<file path="config.mk">
export PLATFORM = sky130hd
export DESIGN_NAME = command_parse_and_encapsulate_mcnt
export DESIGN_NICKNAME = d
export VERILOG_FILES = /design/src/rtl/command_parse_and_encapsulate_mcnt.sv
export SDC_FILE = /design/constraint.sdc
export NUM_CORES = 1
export LEC_CHECK = 0
export CELL_PAD_IN_SITES_DETAIL_PLACEMENT = 1
export CELL_PAD_IN_SITES_GLOBAL_PLACEMENT = 2
export CORE_MARGIN = 1.5
export CORE_UTILIZATION = 40
export DETAILED_ROUTE_END_ITERATION = 7
export PLACE_DENSITY_LB_ADDON = 0.25
export SYNTH_ARGS = -nofsm -noshare
export SYNTH_HDL_FRONTEND = slang
export SYNTH_SLANG_ARGS = --single-unit
</file>
<file path="constraint.sdc">
create_clock -name i_clk -period 15.05 [get_ports i_clk]
set_input_delay 1.505 -clock i_clk [delete_from_list [all_inputs] [get_ports i_clk]]
set_output_delay 1.505 -clock i_clk [all_outputs]
set_load 0.005 [all_outputs]
</file>
<file path="src/rtl/command_parse_and_encapsulate_mcnt.sv">
// Multi-channel event counters plus a control register, accessed over the fixed-address
// command bus. Reads come back on the same bus format with a fixed 2-cycle latency.
module command_parse_and_encapsulate_mcnt #(
  parameter int unsigned NUM_CH    = 4,
  parameter int unsigned CNT_WIDTH = 32,
  parameter logic [18:0] BASE_ADDR = 19'h0,
  parameter bit          SATURATE  = 1'b1
) (
  input  logic                i_clk,
  input  logic                i_rst,
  input  logic [NUM_CH-1:0]   iv_cnt_inc,
  input  logic [18:0]         iv_addr,
  input  logic                i_addr_fixed,
  input  logic [31:0]         iv_wdata,
  input  logic                i_wr,
  input  logic                i_rd,
  output logic                o_wr,
  output logic [18:0]         ov_addr,
  output logic                o_addr_fixed,
  output logic [31:0]         ov_rdata,
  output logic                o_frozen
);

  localparam int unsigned AW = 19;
  localparam int unsigned DW = 32;
  localparam int unsigned OW = AW + 1;
  localparam logic [OW-1:0]        LO_ADDR = {1'b0, BASE_ADDR};
  localparam logic [OW-1:0]        CTRL_OFF = OW'(NUM_CH);
  localparam logic [CNT_WIDTH-1:0] CNT_MAX = '1;

  logic [CNT_WIDTH-1:0] cnt_q [NUM_CH];
  logic [CNT_WIDTH-1:0] cnt_d [NUM_CH];
  logic                 freeze_q;
  logic                 freeze_d;

  logic [OW-1:0] off_c;
  logic          hit_c;
  logic          ctrl_sel_c;
  logic          wr_hit_c;
  logic          rd_hit_c;
  logic          clear_c;
  logic [DW-1:0] rd_data_c;

  logic          s1_vld;
  logic [AW-1:0] s1_addr;
  logic [DW-1:0] s1_data;

  // One extra bit makes addresses below the base wrap to huge offsets, so a single
  // upper-bound compare covers both ends of the window.
  assign off_c      = {1'b0, iv_addr} - LO_ADDR;
  assign hit_c      = i_addr_fixed && (off_c <= CTRL_OFF);
  assign ctrl_sel_c = (off_c == CTRL_OFF);
  assign wr_hit_c   = hit_c && i_wr;
  assign rd_hit_c   = hit_c && i_rd && !i_wr;
  assign clear_c    = wr_hit_c && ctrl_sel_c && iv_wdata[1];

  // Counter next-state: clear-all beats a write, a write beats an increment.
  always_comb begin
    for (int k = 0; k < NUM_CH; k++) begin
      cnt_d[k] = cnt_q[k];
      if (clear_c) begin
        cnt_d[k] = '0;
      end else if (wr_hit_c && (off_c == OW'(k))) begin
        cnt_d[k] = iv_wdata[CNT_WIDTH-1:0];
      end else if (iv_cnt_inc[k] && !freeze_q) begin
        if (cnt_q[k] != CNT_MAX) begin
          cnt_d[k] = cnt_q[k] + CNT_WIDTH'(1);
        end else if (!SATURATE) begin
          cnt_d[k] = '0;
        end
      end
    end
  end

  always_comb begin
    freeze_d = freeze_q;
    if (wr_hit_c && ctrl_sel_c) begin
      freeze_d = iv_wdata[0];
    end
  end

  // Read mux samples pre-update state so a read sees the value before same-cycle changes.
  always_comb begin
    rd_data_c = DW'(freeze_q);
    for (int k = 0; k < NUM_CH; k++) begin
      if (off_c == OW'(k)) begin
        rd_data_c = DW'(cnt_q[k]);
      end
    end
  end

  always_ff @(posedge i_clk or posedge i_rst) begin
    if (i_rst) begin
      for (int k = 0; k < NUM_CH; k++) begin
        cnt_q[k] <= '0;
      end
      freeze_q <= 1'b0;
    end else begin
      for (int k = 0; k < NUM_CH; k++) begin
        cnt_q[k] <= cnt_d[k];
      end
      freeze_q <= freeze_d;
    end
  end

  // Stage 1: capture hit, address and selected data.
  always_ff @(posedge i_clk or posedge i_rst) begin
    if (i_rst) begin
      s1_vld  <= 1'b0;
      s1_addr <= '0;
      s1_data <= '0;
    end else begin
      s1_vld  <= rd_hit_c;
      s1_addr <= rd_hit_c ? iv_addr : '0;
      s1_data <= rd_hit_c ? rd_data_c : '0;
    end
  end

  // Stage 2: encapsulate the response onto the bus; idle cycles drive all zeros.
  always_ff @(posedge i_clk or posedge i_rst) begin
    if (i_rst) begin
      o_wr         <= 1'b0;
      ov_addr      <= '0;
      o_addr_fixed <= 1'b0;
      ov_rdata     <= '0;
    end else begin
      o_wr         <= s1_vld;
      ov_addr      <= s1_vld ? s1_addr : '0;
      o_addr_fixed <= s1_vld;
      ov_rdata     <= s1_vld ? s1_data : '0;
    end
  end

  assign o_frozen = freeze_q;

endmodule

</file>
-- Word-level counts from Yosys, hierarchy flattened
Cells that the tools add are included.
- muxes and demuxes: 24
- $add $sub $neg: 4
- order comparisons: 1
- equal/unequal tests: 8
- reduce and logical (&&, ||, !) cells: 29
- operators by type and width (cell ; number):
    32-bit 2-to-1 mux ; 22
    32-bit by 1-bit adder with 32-bit output, second input constant ; 4
    32-bit inequality test, second input constant ; 4
    19-bit by 2-bit == test with 1-bit output, second input constant ; 2
    19-bit 2-to-1 mux ; 2
    3-bit nonzero test ; 8
    20-bit logical NOT ; 1
    19-bit by 1-bit == test with 1-bit output, second input constant ; 1
    19-bit by 3-bit == test with 1-bit output, second input constant ; 1
    19-bit by 3-bit less-or-equal comparator with 1-bit output, second input constant ; 1
    1-bit logical AND ; 14
    2-bit AND reduction ; 4
    1-bit logical NOT ; 2
- output and inout bits: 54
- bits in registers: 233
- input port bits: 60
- word-level logic and storage cells: 77

-- Logic depth before layout (Yosys ltp)
- depth after elaboration: 7
- depth in mapped cells: 9
- mapped depth without buffers: 7

-- Worst setup path after synthesis
OpenSTA, ideal clock, no wires.
- path type: input -> register
- from: input iv_addr[8]
- to: register cnt_q[100] in the netlist's numbering
- required time: 14.929 ns
- path buffers: 3
- cell stages on the path: 9
- library setup time: 0.121 ns
- arrival time: 3.254 ns
- slack: 11.675 ns
- cell sequence: nor4_1 > nand4_1 > or3_1 > clkbuf_1 > nor3_4 > or2_1 > buf_4 > buf_6 > o21ai_1
- longest elaborated chain between the ends: 7
- elaborated cells on any way between the ends: 13
- those cells by class: 1 x order compare; 1 x eq/ne; 2 x mux; 9 x reduce/logical
- ends and longest elaborated chain (what ; line ; RTL):
    from (decl) ; 12 ; input logic [18:0] iv_addr,
    19-bit by 3-bit less-or-equal comparator with 1-bit output ; 51 ; assign hit_c = i_addr_fixed && (off_c <= CTRL_OFF);
    1-bit logical AND ; 51 ;
    1-bit logical AND ; 53 ; assign wr_hit_c = hit_c && i_wr;
    1-bit logical AND (2 in a row) ; 55 ; assign clear_c = wr_hit_c && ctrl_sel_c && iv_wdata[1];
    3-bit nonzero test (no line) ; n/a ;
    2-bit AND reduction (no line) ; n/a ;
    to (signal, indexed assignment) ; 100 ; cnt_q[k] <= cnt_d[k];
    to (decl) ; 31 ; logic [CNT_WIDTH-1:0] cnt_q [NUM_CH];
Parallel ways exist; a longest one is shown, timed or not.
A chain may end at the register's enable or synchronous reset.

-- Worst setup path after layout
- from: input iv_addr[9]
- to: register cnt_q[120] in the netlist's numbering
The elaborated chain is that of the path after synthesis.

==> out/summary.txt <==
largest net degree at the start of global routing -> 127
Worst Skew -> 0.0115 ns
CTS root buf -> clkbuf_16
fmax -> 0.246 GHz
global placer's final weighted congestion -> 0.850
Power Density -> 113 nW/µm²
HP Class -> flop to flop
final setup fails -> 0
WL/cell -> 23.0 µm
Slew @ Worst Pin -> 1.19 ns
Final period util -> 27.0%
Syn Inst Count -> 1184
row cnt -> 62
H-tree Lvls -> 1
CP required -> 15.44 ns
chip width -> 175 µm
Net count, final -> 1362
leakage power -> 5.67 nW
Slew HR -> 20.9%
Hold Vio Cnt, Final -> 0
Slowest cell on crit path -> or3_1
Clock Latency Late Sink -> 0.54 ns
post-synthesis cell area -> 11900 µm²
Syn-to-layout area delta -> 21.3%
post-synth cell types -> 62
GRT overflow -> 0
crit path buf inv count -> 3
vias in the first global route -> 10200
Primary FF master, synth -> dfrtp_1
Post-CTS Setup Repair Bufs -> 0
CTS tree -> yes
FF+latch count, synth -> 233
antenna violations before repair -> 0
drt via density -> 5.72
final core occ -> 49.7%
Max rail drop VDD -> 0.0921 mV
Slowest Stage Delay on Critical Path -> 0.55 ns
max-cap viol count -> 0
Tmin final -> 4.06 ns
Core Box Area -> 29000 µm²
Avg Synthesized Cell Area -> 10.0 µm²
setup_tns -> 0 ns
crit-path leading delay family -> simple AND/OR/NAND/NOR gates
antenna cells -> 0
Initial Util -> 41.0%
I/O pin count -> 114
number of synthesized flops with an enable pin -> 0
CTS Buffer Depth -> 3
RSZ-0062 raised after global routing -> false
placed cell count -> 1653
Vias -> 9742
clk sinks -> 233
Crit path top cell by count -> buf_4
Routed Antenna Nets -> 0
initial DRC count -> 618
fill cell count -> 3228
clk slew on worst S/H paths -> 0.06 ns
CP Max Fanout -> 37
CP arrival -> 4.46 ns
hold-fix buffers at CTS -> 0
Async SR Flop Fraction -> 100%
DP HPWL -> 27600 µm
Die H -> 175 µm
Critical Path Sink Type -> flop
outcome -> complete, no violations
Die ar. -> 30800 µm²
final WL -> 39200 µm
Seq/Total Area, Yosys -> 49.0%
first-pass GRT wire length -> 60800 µm
gr usage total -> 26.0%
critical path cell sequence -> clkdlybuf4s50_1 -> nor4_1 -> nand4_1 -> or3_1 -> nor3_4 -> buf_4 -> or2_1 -> buf_4 -> o21ai_0
Warnings, synthesis -> 0
crit path kind -> input pin to flop
Final Max Slew Viols -> 0
drt pass-1 iters -> 5
CP Launch Type -> input pin
Layout Cells excl Fill -> 1702
CTS buffer count -> 27
IO buf count -> 113
share of post-route cells with drive strength above 1 -> 8.80%
post-cts resize count -> 0
DRC -> 0
stage by stage:
stage                     hold WS, ns  area [µm²]  power [mW]  worst slack [ns]
after floorplan                 0.434       12000       0.839              7.16
after global placement          0.434       13400       0.912             10.52
after detailed placement        0.442       13400       0.917             10.45
after CTS                       0.457       14400        1.65             11.00
after global routing            0.466       14400        1.70             10.64
final                           0.453       14400        1.63             10.99
power by group:
| group | switching [mW] | total, mW | internal [mW] |
|---|---|---|---|
| clock | 0.280 | 0.724 | 0.444 |
| sequential | 0.0625 | 0.728 | 0.666 |
| combinational | 0.0940 | 0.181 | 0.0872 |
| total | 0.437 | 1.63 | 1.20 |
layout make-up:
type                    instances  area (µm²)  share of cell area (%)
multi-input cells             883        5800                    40.2
well taps                     384         480                    3.33
clock buffers                  31         711                    4.93
repair buffers                129        1240                    8.60
clock inverters                18         270                    1.87
inverters                      24        97.6                   0.676
flip-flops and latches        233        5830                    40.4
path summary, 6_finish.rpt:
check                       startpoint           to  cells after the start  slack [ns]
max                         iv_addr[9]   cnt_q[120]                      9       10.99
min in group asynchronous        i_rst  ov_rdata[5]                      2        1.55
max reg2reg                  cnt_q[96]   cnt_q[118]                      7       12.05
min                        s1_addr[18]  ov_addr[18]                      1        0.45
min reg2reg                s1_addr[18]  ov_addr[18]                      1        0.45
max in group asynchronous        i_rst    cnt_q[81]                      3       12.21
flip-flops by register name, indices dropped and copies added, names as in the netlist:
register	cells
cnt_q	128
ov_addr	19
s1_data	32
o_frozen	1
s1_addr	19
ov_rdata	32
o_addr_fixed	1
s1_vld	1
logic make-up after synthesis:
logic type      count (synthesis)  share of synthesized area (%)
xor+xnor                      119                           8.76
fa+ha+maj                       4                          0.421
compound gates                186                           9.11
other cells                     1                         0.0315
flops                         233                           49.0
mux                            38                           6.61
simple gates                  520                           23.0
buf+inv                        83                           3.08
worst register-to-register path: cells and delay by family (launching register included):
kind / cells / cell delay (ns)
AND/OR/NAND/NOR: 3 / 1.34
AO/OA/AOI/OAI: 2 / 0.66
flip-flops: 1 / 0.43
adder cells (fa/ha/maj): 1 / 0.30
XOR/XNOR: 1 / 0.15
cell usage after synthesis, drive strengths merged (5+ instances only):
cell type / n / area (µm²)
dfrtp: 233 / 5830
o21ai: 118 / 591
xnor2: 92 / 806
and2: 58 / 363
clkbuf: 37 / 140
or4: 6 / 47.6
buf: 22 / 136
xor2: 27 / 236
inv: 24 / 90.1
mux2i: 5 / 50.1
a21oi: 22 / 110
a211oi: 15 / 113
nor2b: 33 / 206
a31oi: 11 / 68.8
mux4: 32 / 724
and4: 16 / 140
nor2: 57 / 214
nor3: 35 / 196
nand3: 50 / 250
nand4: 41 / 257
and3: 16 / 100
or3: 11 / 68.8
nand2b: 5 / 31.3
nor4: 17 / 119
a2111oi: 5 / 68.8
nand2: 159 / 597
per-layer routing:
metal	wire length, µm	GRT usage [%]
met4	1280	8.90
met3	2140	3.81
met5	0	0
met1	17200	35.0
met2	18500	43.0
cell usage in the layout, fill, tap and decap left out, types with 31 or more instances in the layout:
master / count
and2_1: 58
clkdlybuf4s50_1: 111
dfrtp_1: 233
mux4_2: 31
nand2_1: 159
nand3_1: 50
nand4_1: 41
nor2_1: 57
nor2b_1: 33
nor3_1: 31
o21ai_0: 95
xnor2_1: 92
Note: power is estimated with default switching activity, not from simulation.
==> RTL edit 1, RTL diff (config.mk and constraints unchanged) <==
The parameter `SATURATE` goes from 1'b1 to 1'b0.
--- a/src/rtl/command_parse_and_encapsulate_mcnt.sv
+++ b/src/rtl/command_parse_and_encapsulate_mcnt.sv
@@ -5,5 +5,5 @@
   parameter int unsigned CNT_WIDTH = 32,
   parameter logic [18:0] BASE_ADDR = 19'h0,
-  parameter bit          SATURATE  = 1'b1
+  parameter bit          SATURATE  = 1'b0
 ) (
   input  logic                i_clk,
Behaviour: not the same (a bounded check fails within 10 cycles, from zero or initial values and one cycle with i_rst high).
==> RTL edit 1 against the unedited design <==
Final area is 3.2% higher. Sequential cell count stayed put. Register-to-register slack worse by 0.25 ns. Total power is 2.4% lower. Setup slack worse by 0.32 ns. Routed wire length is 19% higher. First-iteration DRC count is 62% higher. Synthesized area is 4.3% higher. Critical path type unchanged. Critical endpoint is now cnt_q[105].
==> RTL edit 1: results <==
global_routing:
  use_met2_pct: 47.44
  grt_max_degree: 84
  grt_usage_pct: 29.96
  grt_use_met1_pct: 42.52
route:
  viasPerCell: 6.244
  route.met2.wl_um: 21120
outcome:
  status: "finished clean"
pwr:
  pg_clk_uw: 701
  vdd_drop_max_v: 0.00007961
  p_int_mw: 1.161
  pwr-share-seq_pct: 45.9
synthesis:
  synth-compound-area-share_pct: 12.91
  synthXorXnorAreaFrac_pct: 4.236
  ys_types: 71
  synthMuxAreaShare_pct: 5.981
  synth.top_cells.by_area: "dfrtp_1 (47%), mux4_2 (5.8%), nand2_1 (3.6%)"
  avgSynthCellArea_um2: 9.646
  synthTopCellsByCount: "dfrtp_1 (233), nand2_1 (120), o21ai_0 (86)"
place:
  gp_congestion: 0.9371
  placed_area_mm2: 0.01395
worst_setup_path:
  cp_max_fo: 22
layout:
  nNetsFinal: 1446
  fill_cells: 3426
timing:
  finalCritPeriodShare_pct: 29.13
  max-slew-margin-rel_pct: 15.77
==> RTL edit 1: changes by cell type in the layout (fill, tap and decap cells not counted), moves of 22 or more <==
cell / unedited run / this run
nand2_1: 159 / 120
a21oi_1: 22 / 53
and3_1: 16 / 64
o21ai_1: 23 / 1
xnor2_1: 92 / 27
nor4_1: 13 / 38
nor2b_1: 33 / 6
nor2_1: 57 / 85
==> RTL edit 1: final cells by class <==
class	instances	area, µm²	share of cell area, %
multi-input cells	974	6289	42.23
flip-flops and latches	233	5831	39.15
repair buffers	134	1279	8.587
clock buffers	33	738.2	4.957
well taps	396	495.5	3.327
clock inverters	13	203.9	1.370
inverters	13	56.30	0.3781
==> RTL edit 1: worst paths after layout <==
path                                    end  slack, ns  depth (start not counted)
max in group asynchronous         cnt_q[49]      12.07                          3
worst max register to register    cnt_q[17]      11.80                          6
worst min register to register  ov_addr[10]       0.45                          1
worst max-delay path             cnt_q[105]      10.67                          7
worst min-delay path            ov_addr[10]       0.45                          1
min in group asynchronous       ov_addr[18]       1.45                          2
==> RTL edit 2, RTL diff (same flow settings) <==
Without the edit above. `ov_addr` and `ov_rdata` no longer have a reset.
--- a/src/rtl/command_parse_and_encapsulate_mcnt.sv
+++ b/src/rtl/command_parse_and_encapsulate_mcnt.sv
@@ -121,13 +121,14 @@
     if (i_rst) begin
       o_wr         <= 1'b0;
-      ov_addr      <= '0;
       o_addr_fixed <= 1'b0;
-      ov_rdata     <= '0;
     end else begin
       o_wr         <= s1_vld;
-      ov_addr      <= s1_vld ? s1_addr : '0;
       o_addr_fixed <= s1_vld;
-      ov_rdata     <= s1_vld ? s1_data : '0;
     end
+  end
+
+  always_ff @(posedge i_clk) begin
+    ov_addr  <= s1_vld ? s1_addr : '0;
+    ov_rdata <= s1_vld ? s1_data : '0;
   end
 
Check against the original RTL: differs if i_rst is asserted again (counterexample within 4 cycles, from zero or initial values and one cycle with i_rst high); with i_rst held inactive, the same outputs for 4 cycles.
==> RTL edit 2 against the unedited design <==
Register-to-register slack worse by 0.23 ns. Count of clock-buffer cells in the layout grew 7. Fmax decreased by 11%. First-iteration DRC count is 28% higher. Synthesized area down 1.9%. Setup slack worse by 0.50 ns. Core utilization fell by 0.91 points. Sequential cell count is the same. Largest power group unchanged. Critical path type unchanged. Final area shrank 2.9%. Routed wire length increased by 4.3%. Via count grew 1.7%. Total power is 3.2% lower.
==> RTL edit 2: results <==
worst_setup_path:
  critPathLaunch: "iv_addr[17]"
  worstPathArrival_ns: 4.94
  ff2ff_path_depth: 8
  endpoint: "cnt_q[112]"
  cp_max_fo: 24
  slowest_stage: "nand2_1"
  cpPeakStageDelay_ns: 0.77
  r2r-end: "cnt_q[68]"
pwr:
  vdd_drop_max_v: 0.00006652
  power_density_mw_per_mm2: 112.8
  pwr-share-seq_pct: 47.4
  pg_clk_uw: 658
  power.switching_uw: 450.7
  p_leak_nw: 5.519
route:
  initialDrtViolationCount: 790
  vias: 9912
  viasPerCell: 5.800
timing:
  worst_pin_slew_ns: 1.335
  hold_ws_ns: 0.4488
  fin_worst_skew_ns: 0.008170
outcome:
  status: "finished clean"
global_routing:
  grt_max_degree: 117
  grt_usage_pct: 27.43
  grt_pass1_vias: 10240
synthesis:
  ys_seq_area_share_pct: 47.80
  ys_types: 69
  synth.top_cells.by_area: "dfrtp_1 (39%), dfxtp_1 (8.8%), xor2_1 (5.1%)"
  syn_inst: 1208
place:
  dp_hpwl_um: 29230
  dp.cells: 1660
  gp_congestion: 0.9232
layout:
  fill_cells: 3278
  nNetsFinal: 1369
-- RTL edit 2: cell count changes after synthesis, sizes merged, moves of 8 or more --
cell,before,now
xnor2,92,47
nand4,41,62
a21oi,22,33
xor2,27,68
inv,24,9
mux4,32,24
dfrtp,233,182
dfxtp,0,51
clkbuf,37,47
and3,16,46
nor2b,33,12
nor2,57,48
a31oi,11,1
-- RTL edit 2: per-layer routing --
| metal | vias to the layer above | share of wire (%) | wire [µm] | global-route usage [%] |
|---|---|---|---|---|
| li1 | 4486 | - | - | - |
| met1 | 5001 | 45 | 18410 | 38.40 |
| met2 | 348 | 45 | 18300 | 43.12 |
| met3 | 77 | 7.6 | 3089 | 6.031 |
| met4 | 0 | 2.6 | 1045 | 7.076 |
| met5 | - | 0 | 0 | 0 |
-- RTL edit 2: layout make-up --
| class | count | area, µm² | share of cell area, % |
|---|---|---|---|
| multi-input cells | 914 | 5839 | 41.68 |
| flip-flops and latches | 233 | 5575 | 39.79 |
| repair buffers | 120 | 1174 | 8.377 |
| clock buffers | 38 | 822.0 | 5.867 |
| well taps | 384 | 480.5 | 3.429 |
| clock inverters | 11 | 78.83 | 0.5626 |
| inverters | 9 | 41.29 | 0.2947 |
-- RTL edit 2: kinds of logic (layout without fill, tap and decap cells) --
| logic type | after synthesis | after routing | synth area share [%] |
|---|---|---|---|
| and+or+nand+nor | 554 | 554 | 25.45 |
| DFF | 233 | 233 | 47.80 |
| AOI/OAI and AO/OA | 194 | 194 | 9.696 |
| xor gates and xnor gates | 115 | 115 | 8.635 |
| buffers and inverters | 76 | 178 | 2.714 |
| muxes | 31 | 31 | 5.245 |
| adders and majority gates | 4 | 4 | 0.4291 |
| other | 1 | 16 | 0.03215 |
